`src/rtl/stop_check_multi_rx.sv`:
```
// UART RX stop-bit checker: validates 1..NUM_STOP_MAX stop bits per frame and
// reports per-frame stop error / break plus a saturating framing-error count.
module stop_check_multi_rx #(
  parameter int NUM_STOP_MAX = 2,
  parameter int CFG_W        = 2,
  parameter int ERR_CNT_W    = 8
) (
  input  logic                 CLK_STOP_CHECK,
  input  logic                 RST_STOP_CHECK,
  input  logic                 frame_start,
  input  logic [CFG_W-1:0]     stop_bits_cfg,
  input  logic                 stp_chk_en,
  input  logic                 sampled_bit,
  input  logic                 data_zero,
  input  logic                 err_cnt_clr,
  output logic                 stp_err,
  output logic                 break_det,
  output logic                 frame_done,
  output logic [ERR_CNT_W-1:0] err_cnt
);

  typedef enum logic {IDLE, CHECK} state_t;

  localparam logic [CFG_W-1:0]     MAX_CFG = CFG_W'(NUM_STOP_MAX);
  localparam logic [CFG_W-1:0]     ONE_CFG = CFG_W'(1);
  localparam logic [ERR_CNT_W-1:0] CNT_MAX = {ERR_CNT_W{1'b1}};

  state_t               state_q, state_d;
  logic [CFG_W-1:0]     n_stop_q, n_stop_d;
  logic [CFG_W-1:0]     bit_idx_q, bit_idx_d;
  logic                 err_acc_q, err_acc_d;
  logic                 zero_acc_q, zero_acc_d;
  logic                 stp_err_q, stp_err_d;
  logic                 break_det_q, break_det_d;
  logic                 frame_done_q, frame_done_d;
  logic [ERR_CNT_W-1:0] err_cnt_q, err_cnt_d;

  logic err_now, zero_now, cnt_inc;

  always_comb begin
    state_d      = state_q;
    n_stop_d     = n_stop_q;
    bit_idx_d    = bit_idx_q;
    err_acc_d    = err_acc_q;
    zero_acc_d   = zero_acc_q;
    stp_err_d    = stp_err_q;
    break_det_d  = break_det_q;
    frame_done_d = 1'b0;
    cnt_inc      = 1'b0;
    err_now      = err_acc_q | ~sampled_bit;
    zero_now     = zero_acc_q & ~sampled_bit & data_zero;

    // frame_start always wins: it aborts any frame in flight and masks a coincident strobe
    if (frame_start) begin
      state_d     = CHECK;
      bit_idx_d   = '0;
      err_acc_d   = 1'b0;
      zero_acc_d  = 1'b1;
      stp_err_d   = 1'b0;
      break_det_d = 1'b0;
      if (stop_bits_cfg == '0)
        n_stop_d = ONE_CFG;
      else if (stop_bits_cfg > MAX_CFG)
        n_stop_d = MAX_CFG;
      else
        n_stop_d = stop_bits_cfg;
    end else if (state_q == CHECK && stp_chk_en) begin
      err_acc_d  = err_now;
      zero_acc_d = zero_now;
      if (bit_idx_q == n_stop_q - ONE_CFG) begin
        state_d      = IDLE;
        stp_err_d    = err_now;
        break_det_d  = zero_now;
        frame_done_d = 1'b1;
        cnt_inc      = err_now;
      end else begin
        bit_idx_d = bit_idx_q + ONE_CFG;
      end
    end

    if (err_cnt_clr)
      err_cnt_d = '0;
    else if (cnt_inc && err_cnt_q != CNT_MAX)
      err_cnt_d = err_cnt_q + ERR_CNT_W'(1);
    else
      err_cnt_d = err_cnt_q;
  end

  always_ff @(posedge CLK_STOP_CHECK or negedge RST_STOP_CHECK) begin
    if (!RST_STOP_CHECK) begin
      state_q      <= IDLE;
      n_stop_q     <= ONE_CFG;
      bit_idx_q    <= '0;
      err_acc_q    <= 1'b0;
      zero_acc_q   <= 1'b0;
      stp_err_q    <= 1'b0;
      break_det_q  <= 1'b0;
      frame_done_q <= 1'b0;
      err_cnt_q    <= '0;
    end else begin
      state_q      <= state_d;
      n_stop_q     <= n_stop_d;
      bit_idx_q    <= bit_idx_d;
      err_acc_q    <= err_acc_d;
      zero_acc_q   <= zero_acc_d;
      stp_err_q    <= stp_err_d;
      break_det_q  <= break_det_d;
      frame_done_q <= frame_done_d;
      err_cnt_q    <= err_cnt_d;
    end
  end

  assign stp_err    = stp_err_q;
  assign break_det  = break_det_q;
  assign frame_done = frame_done_q;
  assign err_cnt    = err_cnt_q;

endmodule
```
`config.mk`:
```
export PLATFORM = sky130hd
export DESIGN_NAME = stop_check_multi_rx
export DESIGN_NICKNAME = d
export VERILOG_FILES = /design/src/rtl/stop_check_multi_rx.sv
export SDC_FILE = /design/constraint.sdc
export NUM_CORES = 1
export LEC_CHECK = 0
export CORE_UTILIZATION = 48
export CTS_CLUSTER_DIAMETER = 80
export DETAILED_ROUTE_END_ITERATION = 10
export GPL_TIMING_DRIVEN = 1
export PLACE_DENSITY = 0.86
export SLEW_MARGIN = 30
export SYNTH_ARGS = -nofsm -noshare
export SYNTH_HDL_FRONTEND = slang
export SYNTH_SLANG_ARGS = --single-unit
```
`constraint.sdc`:
```
create_clock -name CLK_STOP_CHECK -period 2.47 [get_ports CLK_STOP_CHECK]
set_clock_uncertainty 0.15 [all_clocks]
set_input_delay 0.494 -clock CLK_STOP_CHECK [delete_from_list [all_inputs] [get_ports CLK_STOP_CHECK]]
set_output_delay 0.494 -clock CLK_STOP_CHECK [all_outputs]
set_load 0.02 [all_outputs]
```
# --- Word level (Yosys, flattened, before mapping) ---
# Cells that the tools add are included.
word_totals:
  ff_bits: 18
  output_inout_bits: 11
  word_cells: 54
classes:
  addsub: 3
  n_lt_le_gt_ge: 1
  n_eq_ne: 3
  mux: 26
  n_bitwise: 4
  reduce_logical: 8
op_table:
  columns: ["cell", "count"]
  rows:
  - ["1-bit two-way mux", 19]
  - ["8-bit two-way mux", 2]
  - ["2-bit two-way mux", 5]
  - ["8-bit by 1-bit adder with 8-bit output (second input constant)", 1]
  - ["8-bit != test (second input constant)", 1]
  - ["2-bit nonzero test", 3]
  - ["2-bit AND reduction", 2]
  - ["2-bit by 1-bit adder with 2-bit output (second input constant)", 1]
  - ["1-bit AND", 2]
  - ["2-bit == test", 1]
  - ["2-bit > comparator (second input constant)", 1]
  - ["1-bit logical AND", 2]
  - ["2-bit logical NOT", 1]
  - ["2-bit != test (second input constant)", 1]
  - ["2-bit by 1-bit subtractor with 2-bit output (second input constant)", 1]
  - ["1-bit inverter", 1]
  - ["1-bit bitwise OR", 1]

# --- Longest topological paths before layout ---
# Gate-level depths: netlist of run 1.
depth:
  depth_word: 8
  mapped_depth: 6

# --- Least setup slack after synthesis of run 1 ---
# Ideal clock, no wire load.
synth_timing:
  kind: "register to register"
  startpoint: "reg err_cnt_q[0] (netlist: err_cnt[0])"
  endpoint: "reg err_cnt_q[7] (netlist: err_cnt[7])"
  t_arrival_ps: 1858
  slack_ps: 384
  path_stages_with_launch: 6
  path_buffers: 0
  synth_period_minus_slack_ps: 2086
  cell_sequence: "dfrtp_1 > ha_1 > and3_1 > a2111o_1 > or4_1 > a21oi_1"
synth_between:
  elab_chain_cells: 3
synth_lines:
  columns: ["element", "line", "source"]
  rows:
  - ["from (decl)", "36", "logic [ERR_CNT_W-1:0] err_cnt_q, err_cnt_d;"]
  - ["from (signal assigned)", "109", "err_cnt_q <= err_cnt_d;"]
  - ["8-bit by 1-bit adder with 8-bit output / 8-bit != test (equally long branches)", "84, 83", null]
  - ["8-bit two-way mux / 1-bit logical AND (equally long branches)", "83", "else if (cnt_inc && err_cnt_q != CNT_MAX)"]
  - ["8-bit two-way mux / 2-bit nonzero test (equally long branches)", null, null]
# Parallel ways exist; a longest one is shown, timed or not. The select of a mux whose other input is x is not followed.
# A chain may end at the register's enable or synchronous reset.

# --- Final worst setup path of run 1 ---
# Same ends and word-level chain as after synthesis.

==> reports/qor.yml, run 1 <==
status: "completed"
drt-total-wl_mm: 1.893
cts.sinks: 18
yosysTopAreaCellShare_pct: 46.32
slowest_delay_ns: 0.49
crit_chain: "ha_1, and3_1, a2111o_1, or4_1, a21oi_1"
path_max_fanout: 6
yosysSeqAreaShare_pct: 49.18
yosys_most_used_dff: "dfrtp_1"
cts-root-buf: "clkbuf_4"
cts_hold_buf: 0
yosys-top-cells-count: "dfrtp_1, a21oi_1, nor2_1"
cp-end-kind: "register"
dieArea_sq_um: 2092
antenna_found_initial: 0
fp.dieH_um: 45.74
grt_setup_unrepaired: "false"
ctsResizeCount: 0
switching_share_pct: 26.56
p_int_uw: 421.0
fp.dieW_um: 45.74
slowest_stage: "a2111o_1"
clock_path_buffers: 2
wl_per_cell_um: 13.52
p_comb_share_pct: 16.9
ioPinCount: 20
clkSlewWorstSetupHoldPaths_ns: 0.11
synth_area_per_cell_sq_um: 10.09
synth.most_common_cell: "dfrtp_1"
worst_pin_slew_ns: 0.3218
antenna_cells: 0
finalMaxSlewViolations: 0
ant_nets: 0
slew_headroom_pct: 78.48
synth_top_family_by_area: "simple AND/OR/NAND/NOR gates"
arrival_ns: 2.21
grt_pass1_wl_mm: 3.236
clock_latency_ns: 0.29
power_frac_clock_pct: 26.6
synthMuxAreaShare_pct: 5.177
max_cap_viol_count: 0
grt_start_max_net_pins: 19
tritoncts: "yes"
htreeDepth: 1
power_leakage_uw: 0.0004692
syn-cell-area_sq_um: 918.4
synth.ff_latch_count: 18
post-route-drc-count: 0
synthToLayoutAreaGrowth_pct: 28.34
synth_edf_count: 0
setup_tns_ns: 0
drtIter0Drc: 8
hold_viol_final: 0
period_needed_ns: 2.151
final_nets: 126
dr.pass1.iters: 4
numCtsBuffers: 3
hp-class: "reg2reg"
synthSimpleGateAreaFrac_pct: 20.71
ir_drop_mv: 0.3538
synth.area.top_cells: "dfrtp_1, a21oi_1, o31ai_1"
power.density_nw_per_um2: 486.3
total_power_uw: 573.2
row_count: 15
p_sw_uw: 152.3
ys_async_sr_fraction_pct: 100.0
fmax_mhz: 465.0
synth-adder-area-share_pct: 2.452
layout-drive-gt1-share_pct: 9.565
worstSetupPathType: "reg2reg"
synth_top_area_cell: "dfrtp_1"
route.vias.total: 817
seq_area_sq_um: 451.7
gp_congestion: 0.8405
synth-xor-area-share_pct: 0.9537
yosys_warnings: 0
synth-compound-area-share_pct: 17.03
period_share_pct: 87.07
multi_input_area_sq_um: 425.4
pwr-share-seq_pct: 56.5
synth_cell_types: 33
initial_core_util_pct: 52.06
port_buffers: 18
fp.coreArea_sq_um: 1764
n_fill_cell: 156
start_kind: "register"
postCtsSetupBuffers: 0
overflow: 0
gr-usage-all-layers_pct: 21.29
setup_viol: 0
worst_ep_required_time_ns: 2.53
dp_hpwl_mm: 1.408
first_global_vias: 790
viasPerCell: 5.836
synth_cells: 91
syn-num-nets: 101
final timing paths:
| path | from | end | slack [ns] | depth (start not counted) |
|---|---|---|---|---|
| min reg2reg | n_stop_q[0]$_DFFE_PN1P_ | n_stop_q[0]$_DFFE_PN1P_ | 0.36 | 2 |
| min in group asynchronous | RST_STOP_CHECK | err_cnt[1]$_DFFE_PN0P_ | 0.38 | 2 |
| max reg2reg | err_cnt[0]$_DFFE_PN0P_ | err_cnt[7]$_DFFE_PN0P_ | 0.32 | 5 |
| min | n_stop_q[0]$_DFFE_PN1P_ | n_stop_q[0]$_DFFE_PN1P_ | 0.36 | 2 |
| max | err_cnt[0]$_DFFE_PN0P_ | err_cnt[7]$_DFFE_PN0P_ | 0.32 | 5 |
| max in group asynchronous | RST_STOP_CHECK | n_stop_q[0]$_DFFE_PN1P_ | 1.52 | 2 |
layout by cell type, fill, tap and decap left out:
cell	n
a21oi_1	11
and3_1	1
clkbuf_1	1
a311oi_1	1
maj3_1	1
o21ai_0	1
or4_1	5
a211oi_1	1
mux2_1	2
a2111o_1	1
mux2_4	1
o31ai_1	5
inv_1	5
dfrtp_1	17
nor2b_1	3
nand3_1	3
o21ai_1	3
nand4b_1	2
xnor2_1	1
ha_1	1
dfstp_2	1
or3b_1	1
nor2_1	6
clkdlybuf4s50_1	18
or3_1	3
buf_4	6
a21o_1	1
nand4_1	1
nand2b_1	1
and4_1	2
nand2_1	4
a211o_1	1
mux2i_1	1
clkbuf_4	3
state kept, by name (all words and copies together) (netlist names):
name and flops:
err_cnt 8, bit_idx_q 2, n_stop_q 2, break_det 1
err_acc_q 1, frame_done 1, state_q 1, stp_err 1
zero_acc_q 1
per-stage QoR:
stage	hold WS [ns]	utilization, %	area, sq um	std cells	worst slack (ns)
floorplan	0.04841	-	918.4	91	0.3839
detailed placement	0.3468	65.32	1152	136	0.05800
finish	0.3597	66.81	1179	140	0.3193
global route	0.3953	66.81	1179	140	0.1875
CTS	0.3637	66.81	1179	140	0.3270
global placement	0.3333	65.32	1152	136	0.1174
cell families (layout without fill, tap and decap cells):
logic type	count (synthesis)	after routing
multiplexers	4	4
adder cells (fa/ha/maj)	2	2
flip-flops	18	18
XOR/XNOR	1	1
buffers and inverters	9	33
AND/OR/NAND/NOR	32	32
AO/OA/AOI/OAI	25	25
metal layers:
layer  part of all wire (%)  global-route usage, %  vias to the layer above
met5                      0                      0                        -
met4                    1.2                  8.235                        0
met3                    6.0                  2.381                        6
met2                     51                  37.71                       33
met1                     42                  26.34                      388
li1                       -                      -                      390
critical path, delay by kind of cell, from the launching register on:
kind / cells / cell delay, ns
fa+ha+maj: 1 / 0.26
flops: 1 / 0.44
simple gates: 2 / 0.58
compound gates: 2 / 0.65
cell type report:
cell class	instances	area share (%)
clock buffers	4	2.229
inverters	5	1.592
multi-input cells	64	36.09
flip-flops and latches	18	38.32
well taps	25	2.654
repair buffers	24	19.11
power by group through the flow:
stage / clock [uW] / sequential (uW) / combinational, uW
2_1_floorplan: 0 / 331 / 52.6
6_report: 152 / 324 / 97.1
3_3_place_gp: 0 / 328 / 94.2
4_1_cts: 153 / 324 / 98.4
3_5_place_dp: 0 / 330 / 97.8
5_1_grt: 164 / 326 / 109
Note: power is estimated with default switching activity, not from simulation.
==> inputs of run 2 (changes only) <==
--- a/config.mk
+++ b/config.mk
@@ -5,6 +5,7 @@
 export SDC_FILE = /design/constraint.sdc
 export NUM_CORES = 1
 export LEC_CHECK = 0
+export ABC_CLOCK_PERIOD_IN_PS = 2470
 export CORE_UTILIZATION = 48
 export CTS_CLUSTER_DIAMETER = 80
 export DETAILED_ROUTE_END_ITERATION = 10
==> results of run 2 <==
No change in the layout: final DEF, timing and power equal those of run 1.
==> inputs of run 3 (changes only) <==
--- a/config.mk
+++ b/config.mk
@@ -10,6 +10,7 @@
 export CTS_CLUSTER_DIAMETER = 80
 export DETAILED_ROUTE_END_ITERATION = 10
 export GPL_TIMING_DRIVEN = 1
+export HOLD_SLACK_MARGIN = 0.08
 export PLACE_DENSITY = 0.86
 export SLEW_MARGIN = 30
 export SYNTH_ARGS = -nofsm -noshare
==> results of run 3 <==
No change in the layout: final DEF, timing and power equal those of run 1.
